### src/rtl/morse_pkg.sv
// morse_pkg: shared definitions for the Morse receive path.
//   - rx_state_t : decoder state encoding (IDLE / MARK / GAP / DISCARD)
//   - timing thresholds, counted in Morse units
//   - ASCII_SPACE: character emitted for a word gap
//   - sat_inc3   : 3-bit increment that sticks at 7
package morse_pkg;

  typedef enum logic [1:0] {
    IDLE    = 2'd0,  // no partial character held
    MARK    = 2'd1,  // line is keyed, measuring the mark length
    GAP     = 2'd2,  // partial character held, measuring the space
    DISCARD = 2'd3   // malformed character, waiting for a letter gap
  } rx_state_t;

  localparam logic [2:0] DASH_MIN   = 3'd2;  // marks of 2 or more units are dashes
  localparam logic [2:0] MARK_MAX   = 3'd4;  // longer marks are malformed
  localparam logic [2:0] LETTER_GAP = 3'd3;  // space that closes a character
  localparam logic [2:0] WORD_GAP   = 3'd7;  // space that produces a word break
  localparam logic [2:0] MAX_ELEMS  = 3'd6;  // pattern register capacity

  localparam logic [7:0] ASCII_SPACE = 8'h20;

  function automatic logic [2:0] sat_inc3(input logic [2:0] v);
    return (v == 3'd7) ? v : v + 3'd1;
  endfunction

endpackage

### src/rtl/morse2ascii.sv
// morse2ascii: combinational Morse pattern to ASCII lookup.
//   len   [2:0] number of valid elements (1..6)
//   bits  [5:0] elements, newest at bit0, 1 = dash, 0 = dot
//   ascii [7:0] uppercase A-Z or 0-9 when hit, else 0
//   hit         pattern is a known character
// The first element sent sits at bit[len-1], so patterns read left to right
// in the usual dot/dash notation.
module morse2ascii
  import morse_pkg::*;
(
  input  logic [2:0] len,
  input  logic [5:0] bits,
  output logic [7:0] ascii,
  output logic       hit
);

  always_comb begin
    ascii = 8'h00;
    case (len)
      3'd1: ascii = bits[0] ? "T" : "E";
      3'd2: begin
        case (bits[1:0])
          2'b00:   ascii = "I";
          2'b01:   ascii = "A";
          2'b10:   ascii = "N";
          default: ascii = "M";
        endcase
      end
      3'd3: begin
        case (bits[2:0])
          3'b000:  ascii = "S";
          3'b001:  ascii = "U";
          3'b010:  ascii = "R";
          3'b011:  ascii = "W";
          3'b100:  ascii = "D";
          3'b101:  ascii = "K";
          3'b110:  ascii = "G";
          default: ascii = "O";
        endcase
      end
      3'd4: begin
        case (bits[3:0])
          4'b0000: ascii = "H";
          4'b0001: ascii = "V";
          4'b0010: ascii = "F";
          4'b0100: ascii = "L";
          4'b0110: ascii = "P";
          4'b0111: ascii = "J";
          4'b1000: ascii = "B";
          4'b1001: ascii = "X";
          4'b1010: ascii = "C";
          4'b1011: ascii = "Y";
          4'b1100: ascii = "Z";
          4'b1101: ascii = "Q";
          default: ascii = 8'h00;
        endcase
      end
      3'd5: begin
        case (bits[4:0])
          5'b11111: ascii = "0";
          5'b01111: ascii = "1";
          5'b00111: ascii = "2";
          5'b00011: ascii = "3";
          5'b00001: ascii = "4";
          5'b00000: ascii = "5";
          5'b10000: ascii = "6";
          5'b11000: ascii = "7";
          5'b11100: ascii = "8";
          5'b11110: ascii = "9";
          default:  ascii = 8'h00;
        endcase
      end
      default: ascii = 8'h00;
    endcase
    // Every table entry is a printable character, so non-zero means found.
    hit = (ascii != 8'h00);
  end

endmodule

### src/rtl/morse_rx.sv
// morse_rx: Morse line receiver and decoder.
//   clk          system clock
//   arst         synchronous active-high reset
//   morse_in     keyed line (1 = mark), may be asynchronous to clk
//   ascii_out    decoded character, held stable while ascii_valid=1
//   ascii_valid  character available
//   ascii_ready  consumer accepts
//   decode_err   one-cycle pulse: malformed or unknown character dropped
//   overrun      one-cycle pulse: character dropped, output still occupied
//   dbg_state    current decoder state (rx_state_t encoding)
//
// Output handshake: a character transfers on every clk edge where
// ascii_valid && ascii_ready. ascii_valid never drops and ascii_out never
// changes until that transfer happens. A new character arriving in the same
// cycle as a transfer replaces the consumed one without loss.
//
// The line is sampled once per Morse unit (the tick); all decoding advances
// only on tick cycles.
module morse_rx
  import morse_pkg::*;
#(
  parameter int PRESCALER = 100000
) (
  input  logic       clk,
  input  logic       arst,
  input  logic       morse_in,
  output logic [7:0] ascii_out,
  output logic       ascii_valid,
  input  logic       ascii_ready,
  output logic       decode_err,
  output logic       overrun,
  output logic [1:0] dbg_state
);

  localparam int CW = (PRESCALER > 2) ? $clog2(PRESCALER) : 1;
  localparam logic [CW-1:0] TICK_LAST = CW'(PRESCALER - 1);

  // Line synchronizer and unit tick
  logic          sync_a;
  logic          s;
  logic [CW-1:0] tick_cnt;
  logic          tick;

  always_ff @(posedge clk) begin
    if (arst) begin
      sync_a <= 1'b0;
      s      <= 1'b0;
    end else begin
      sync_a <= morse_in;
      s      <= sync_a;
    end
  end

  assign tick = (tick_cnt == TICK_LAST);

  always_ff @(posedge clk) begin
    if (arst)      tick_cnt <= '0;
    else if (tick) tick_cnt <= '0;
    else           tick_cnt <= tick_cnt + CW'(1);
  end

  // Decoder state
  rx_state_t  state, state_n;
  logic [2:0] mark_cnt, mark_cnt_n;
  logic [2:0] gap_cnt, gap_cnt_n;
  logic [2:0] len, len_n;
  logic [5:0] bits, bits_n;
  logic       space_armed, space_armed_n;
  logic       emit;
  logic [7:0] emit_char;
  logic       err;
  logic [7:0] lut_ascii;
  logic       lut_hit;

  morse2ascii u_lut (
    .len   (len),
    .bits  (bits),
    .ascii (lut_ascii),
    .hit   (lut_hit)
  );

  always_ff @(posedge clk) begin
    if (arst) state <= IDLE;
    else      state <= state_n;
  end

  always_comb begin
    state_n       = state;
    mark_cnt_n    = mark_cnt;
    gap_cnt_n     = gap_cnt;
    len_n         = len;
    bits_n        = bits;
    space_armed_n = space_armed;
    emit          = 1'b0;
    emit_char     = 8'h00;
    err           = 1'b0;

    if (tick) begin
      case (state)
        IDLE: begin
          if (s) begin
            state_n    = MARK;
            mark_cnt_n = 3'd1;
          end else begin
            gap_cnt_n = sat_inc3(gap_cnt);
            // Fires only on the tick the count reaches the word gap, and
            // disarms itself, so one idle period yields at most one space.
            if (gap_cnt != WORD_GAP && gap_cnt_n == WORD_GAP && space_armed) begin
              emit          = 1'b1;
              emit_char     = ASCII_SPACE;
              space_armed_n = 1'b0;
            end
          end
        end

        MARK: begin
          if (s) begin
            mark_cnt_n = sat_inc3(mark_cnt);
          end else begin
            // Gap counting starts from the end of the mark in every case.
            gap_cnt_n = 3'd1;
            if (mark_cnt > MARK_MAX || len == MAX_ELEMS) begin
              state_n = DISCARD;
              err     = 1'b1;
            end else begin
              bits_n  = {bits[4:0], (mark_cnt >= DASH_MIN)};
              len_n   = len + 3'd1;
              state_n = GAP;
            end
          end
        end

        GAP: begin
          if (s) begin
            state_n    = MARK;
            mark_cnt_n = 3'd1;
          end else begin
            gap_cnt_n = gap_cnt + 3'd1;
            if (gap_cnt_n == LETTER_GAP) begin
              if (lut_hit) begin
                emit          = 1'b1;
                emit_char     = lut_ascii;
                space_armed_n = 1'b1;
              end else begin
                err = 1'b1;
              end
              len_n   = 3'd0;
              bits_n  = 6'd0;
              state_n = IDLE;
            end
          end
        end

        DISCARD: begin
          if (s) begin
            gap_cnt_n = 3'd0;
          end else begin
            gap_cnt_n = sat_inc3(gap_cnt);
            if (gap_cnt_n == LETTER_GAP) begin
              len_n   = 3'd0;
              bits_n  = 6'd0;
              state_n = IDLE;
            end
          end
        end

        default: state_n = IDLE;
      endcase
    end
  end

  always_ff @(posedge clk) begin
    if (arst) begin
      mark_cnt    <= 3'd0;
      gap_cnt     <= 3'd0;
      len         <= 3'd0;
      bits        <= 6'd0;
      space_armed <= 1'b0;
    end else begin
      mark_cnt    <= mark_cnt_n;
      gap_cnt     <= gap_cnt_n;
      len         <= len_n;
      bits        <= bits_n;
      space_armed <= space_armed_n;
    end
  end

  // Output register
  always_ff @(posedge clk) begin
    if (arst) begin
      ascii_out   <= 8'h00;
      ascii_valid <= 1'b0;
      decode_err  <= 1'b0;
      overrun     <= 1'b0;
    end else begin
      decode_err <= err;
      overrun    <= 1'b0;
      if (emit) begin
        if (!ascii_valid || ascii_ready) begin
          ascii_out   <= emit_char;
          ascii_valid <= 1'b1;
        end else begin
          overrun <= 1'b1;
        end
      end else if (ascii_valid && ascii_ready) begin
        ascii_valid <= 1'b0;
      end
    end
  end

  assign dbg_state = state;

endmodule

### config.mk
export PLATFORM = sky130hd
export DESIGN_NAME = morse_rx
export DESIGN_NICKNAME = d
export VERILOG_FILES = /design/src/rtl/morse_pkg.sv /design/src/rtl/morse2ascii.sv /design/src/rtl/morse_rx.sv
export SDC_FILE = /design/constraint.sdc
export NUM_CORES = 1
export LEC_CHECK = 0
export CAP_MARGIN = 25
export CORE_MARGIN = 10
export CORE_UTILIZATION = 35
export CTS_BUF_LIST = sky130_fd_sc_hd__clkbuf_4 sky130_fd_sc_hd__clkbuf_8
export DETAILED_ROUTE_END_ITERATION = 10
export HOLD_SLACK_MARGIN = 0.05
export PLACE_DENSITY = 0.51
export SLEW_MARGIN = 20
export SYNTH_ARGS = -nofsm -noshare
export SYNTH_HDL_FRONTEND = slang
export SYNTH_SLANG_ARGS = --single-unit
### constraint.sdc
create_clock -name clk -period 4.3 [get_ports clk]
set_input_delay 0.86 -clock clk [delete_from_list [all_inputs] [get_ports clk]]
set_output_delay 0.86 -clock clk [all_outputs]
set_load 0.05 [all_outputs]
==> metrics.txt, run 1 <==
result of the run completed; Remaining Overflow, GRT 0; mapped cell area 0.00346 mm²; cell type of the slowest stage on the worst timing path or4_1; final setup TNS 0 ns; reported leakage power 1.41 nW; switching power 254 µW; Worst R2R Setup Slack 0.44 ns; max-capacitance violation count 0; routing usage on met3 3.50%; worst-path maximum fanout 9; Die Height 119 µm; maximum VDD drop between 0.1 and 0.15 mV; number of buffers created by CTS 9; dominant register cell in the synthesized netlist dfxtp_1; share of final-layout standard cells stronger than drive strength 1 roughly 8.7%; Yosys reg bits 57; number of hold violations in the final report 0; number of buffers inserted by hold repair at cts 0; power share of the sequential group 50.5%; setup slack after layout between 0.4 and 0.5 ns; endpoint arrival time on the critical path slightly above 4 ns; maximum number of pins on one net before global-route repair 26; DRC Markers 0; CP peak stage delay 0.81 ns; cell with the most instances after synthesis dfxtp_1; met2 global-route usage 19.2%; switching share of power 24.0%; number of clock sinks 57; dominant combinational cell family by area after synthesis simple AND/OR/NAND/NOR gates; number of flops mapped to enable cells by yosys 0; portion of total power attributed to the clock network 47.6%; Final #Nets 451; cell accounting for the most synthesized area dfxtp_1; Post-CTS Setup Inserts 0; Final Max Slew Viols 0; RD Place Congestion 0.890; mux contribution to synthesized area 6.26%; kind of critical path flip-flop to flip-flop; clock period minus worst slack 3.86 ns; post-synthesis async set-or-reset flop share 0%; unrepaired setup endpoints after global routing no; relative slew slack a little over half; Synth area leaders dfxtp_1, ha_1, nor2_1; Most Crowded Layer GR met2; Yosys warning count 0; area of the core 0.00968 mm²; Setup WS pre-CTS roughly 0.51 ns; library cells used by synthesis 70; fmax 259 MHz; clock root cell clkbuf_8; width of the chip 119 µm; placed wire-length estimate after detailed placement 6020 µm; Post-Syn Instances 408; Fillers 985; via count of the first global-routing pass 2837; share of total power in combinational logic 2.0%; ratio of final minimum period to clock period about nine tenths; fraction of the mapped netlist area in adder cells 9.70%; Starting DRT DRC Count 173; Internal 805 µW; wire length per cell after detailed routing around 15 µm; cell area power density 269 mW/mm²; global-route usage over all layers 12.0%; list of cells traversed by the critical path ha_1 -> ha_1 -> or4b_1 -> and3_1 -> or4_1 -> mux2i_4 -> ha_1 -> mux2_1 -> a221o_1; Critical Path End Type flip-flop; Worst Max-Slew Pin Slew 0.703 ns; fraction of the mapped netlist area in compound gates around 16%; IO Count 17; leading post-synthesis cells by instance count dfxtp_1, nor2_1, nand2_1; XOR/XNOR share of the synthesized area approximately 3.8%; fraction of the mapped netlist area in simple logic gates between 20% and 30%; average size of a mapped cell 8.47 µm²; GR Layer Usage met1 15.0%; register clock-pin slew on the reported worst setup and hold paths 0.08 ns; antenna violations before repair 0; setup clock skew after layout 0.0174 ns; number of antenna-violating nets in the routed design 0; type of element launching the critical path flip-flop; Diodes inserted 0; fraction of the yosys area taken by sequential cells 33.0%; Starting Density 35.7%; # rows 36; via count 2944; number of H-tree branching levels 3; die footprint about 0.014 mm²; wire length of the first global-routing pass 14000 µm; net count after synthesis 438; worst path required time about 4.5 ns; clock buffer depth 2; TritonCTS clock tree built; routed vias/inst 5.27; Port Buffer Count 15; # setup viols final 0; class of the most critical hold timing path flip-flop to flip-flop; synth-to-layout area growth 13.7%; dominant cell type by count on the critical path ha_1; number of gates resized after CTS 0; detailed-routing iteration count for the pre-antenna-repair pass 5; routed wire length 8250 µm; area share of the leading cell type in the synthesized netlist 33.0%; clock latency at the later pin of the worst-skew pair 0.35 ns
[through the flow]
step / util (%) / std cells / power [mW] / cell area [µm²] / hold WS (ns)
after global placement: 38.6 / 543 / 0.567 / 3730 / 0.416
after floorplan: - / 408 / 0.560 / 3460 / 0.414
after detailed placement: 38.6 / 543 / 0.568 / 3730 / 0.424
after global routing: 40.6 / 559 / 1.10 / 3930 / 0.468
final: 40.6 / 559 / 1.06 / 3930 / 0.441
after CTS: 40.6 / 559 / 1.07 / 3930 / 0.444
[metal layers]
metal | vias to the layer above | routed length [µm]
met2 | 50 | 3820
met5 | - | 0
li1 | 1490 | -
met4 | 0 | 140
met3 | 15 | 471
met1 | 1389 | 3810
[logic make-up (layout without fill, tap and decap cells)]
group	count (synthesis)	after routing
xor+xnor	15	15
buf+inv	46	64
flops	57	57
mux	20	20
compound gates	75	75
simple gates	167	167
other cells	1	1
fa+ha+maj	27	27
[final cells by class]
class	count	area (µm²)	share of cell area, %
multi-input cells	305	2130	54.1
flip-flops and latches	57	1140	29.0
repair buffers	22	203	5.16
well taps	133	166	4.23
clock buffers	9	124	3.15
inverters	26	97.6	2.48
clock inverters	7	71.3	1.81
[worst paths after layout]
path,startpoint,to,cells after the start
max,gap_cnt[0],flip-flop,9
min,sync_a,s,1
max reg2reg,gap_cnt[0],flip-flop,9
min reg2reg,sync_a,s,1
[power groups by stage]
stage	Clock (mW)	Sequential (mW)	Combinational (mW)
floorplan	0	0.545	0.0152
detailed placement	0	0.546	0.0213
global placement	0	0.546	0.0208
finish	0.504	0.534	0.0208
CTS	0.518	0.534	0.0216
global route	0.543	0.535	0.0232
[cells in the final DEF, fill, tap and decap left out, drive strengths merged, types with 10 or more instances in the layout]
cell,count
nand2,35
dfxtp,57
xor2,10
and3,10
inv,26
nor2,46
a21oi,17
ha,26
o21ai,11
nand3,14
mux2i,17
clkdlybuf4s50,15
[critical path, delay by kind of cell, from the launching register on]
| kind | cells | cell delay (ns) |
|---|---|---|
| simple gates | 3 | 1.65 |
| compound gates | 1 | 0.31 |
| fa+ha+maj | 3 | 0.77 |
| flops | 1 | 0.37 |
| mux | 2 | 0.63 |
Note: power is estimated with default switching activity, not from simulation.
==> run 2, diff against run 1 <==
- PLACE_DENSITY: 0.51 -> unset
==> metrics.txt, run 2 (synthesis results as in run 1) <==
result of the run completed; number of clock sinks 57 (unchanged); Non-Filler Cell Area, Final 0.00391 mm² (-0.41%); # rows 36 (unchanged); most used cells in the layout excluding fill and tap cells dfxtp_1, nor2_1, nand2_1; Die Height 119 µm (unchanged); via count 2902 (-1.4%); final setup TNS 0 ns (unchanged); clock latency at the later pin of the worst-skew pair 0.35 ns (about the same); number of buffers inserted by hold repair at cts 0 (unchanged); class of the most critical hold timing path flip-flop to flip-flop; register clock-pin slew on the reported worst setup and hold paths 0.07 ns (about the same); total power 1.03 mW (-2.3%); clock period minus worst slack 3.82 ns (-0.0418 ns); Fillers 987 (+0.20%); maximum VDD drop 0.122 mV (+13%); setup clock skew after layout 0.00940 ns (-0.00803 ns); antenna violations before repair 0 (unchanged); IO Count 17 (unchanged); post-placement cell area 0.00373 mm² (-0.20%); Starting DRT DRC Count 225 (+30%); routed wire length 7900 µm (-4.2%); detailed-routing iteration count for the pre-antenna-repair pass 4 (-1); depth of the worst register-to-register path 9 (unchanged); Hold EP s; placed wire-length estimate after detailed placement 5810 µm (-3.5%); clock root cell clkbuf_8; number of antenna-violating nets in the routed design 0 (unchanged); area of the core 0.00968 mm² (unchanged); number of cells on the worst hold path 1 (unchanged); DRC Markers 0 (unchanged); number of buffers created by CTS 9 (unchanged); global-route usage over all layers 11.1% (-0.82 points); wire length of the first global-routing pass 13300 µm (-4.8%); worst path required time 4.53 ns (about the same); synth-to-layout area growth 13.2%; Final #Nets 450 (-0.22%); number of gates resized after CTS 0 (unchanged); # setup viols final 0 (unchanged); wire length per cell after detailed routing 14.2 µm (-4.0%); via count of the first global-routing pass 2715 (-4.3%); share of final-layout standard cells stronger than drive strength 1 8.47% (-0.21 points); reported leakage power 1.39 nW (-1.0%); Post-CTS Setup Inserts 0 (unchanged); Critical Path End Type flip-flop; routed vias/inst 5.20 (-1.2%); max-capacitance violation count 0 (unchanged); width of the chip 119 µm (unchanged); FF+latch area 0.00114 mm² (unchanged); number of hold violations in the final report 0 (unchanged); endpoint arrival time on the critical path 4.06 ns (-0.03 ns); combined area of the multi-input logic cells 0.00213 mm² (unchanged); maximum number of pins on one net before global-route repair 18 (-31%); beginning of the critical path gap_cnt[0]; Final Max Slew Viols 0 (unchanged); unrepaired setup endpoints after global routing no; most common cell after layout, fill and taps aside dfxtp_1; die footprint 0.0143 mm² (unchanged); final core utilization 40.4% (-0.17 points); RR Startpoint gap_cnt[0]; worst-path maximum fanout 9 (unchanged); Worst Max-Slew Pin Slew 0.707 ns (+0.00374 ns); Starting Density 35.7% (unchanged); startpoint of the most critical hold path sync_a; RD Place Congestion 0.828 (-7.0%); cell area power density 264 mW/mm² (-1.9%); type of element launching the critical path flip-flop; number of H-tree branching levels 3 (unchanged); Diodes inserted 0 (unchanged); relative slew slack 52.6% (-0.25 points); clock buffer depth 2 (unchanged); kind of critical path flip-flop to flip-flop; Port Buffer Count 15 (unchanged); fmax 262 MHz (+1.1%); TritonCTS clock tree built; Remaining Overflow, GRT 0 (unchanged); Worst R2R Setup Slack 0.48 ns (+0.04 ns); ratio of final minimum period to clock period 88.9% (-0.97 points)
[run 2: cell count changes in the layout (fill, tap and decap cells not counted)]
| cell | previous run | this run |
|---|---|---|
| buf_4 | 7 | 6 |
| bufinv_16 | 1 | 0 |
| clkinv_2 | 3 | 0 |
| clkinvlp_4 | 0 | 1 |
| inv_6 | 0 | 2 |
| inv_8 | 0 | 1 |
[run 2: critical path, cell delays in order (launching register included)]
cell,delay [ns]
dfxtp_1,0.36
ha_1,0.23
ha_1,0.23
or4b_1,0.54
and3_1,0.29
or4_1,0.81
mux2i_4,0.32
ha_1,0.31
mux2_1,0.31
a221o_1,0.31
[run 2: power by group]
part           switching (mW)  internal, mW
clock                   0.261         0.220
combinational          0.0136       0.00709
sequential            0.00358         0.531
[run 2: cell type report]
cell class                 count  area share (%)
clock inverter                 7            1.60
tap                          133            4.25
clock buffer                   9            3.16
sequential                    57            29.2
inverter                      26            2.49
timing repair buffer          21            4.99
multi-input combinational    305            54.3
[run 2: how the worst max path moves through the flow]
stage,endpoint,cells past startpoint
after floorplan,flip-flop,11
after global placement,flip-flop,9
after detailed placement,flip-flop,9
after CTS,flip-flop,9
after global routing,flip-flop,9
final,flip-flop,9
[run 2: per-stage QoR]
stage,hold WS (ns),cells,setup slack (ns)
after detailed placement,0.428,542,0.511
after floorplan,0.414,408,0.786
after global routing,0.464,558,0.307
final,0.439,558,0.479
after global placement,0.419,542,0.574
after CTS,0.446,558,0.483
[run 2: metal layers]
metal,global-route usage [%],wire [µm],vias up
met5,0,0,-
met4,2.26,53,0
met3,3.35,298,6
met2,18.5,3750,43
met1,14.0,3810,1377
li1,-,-,1476
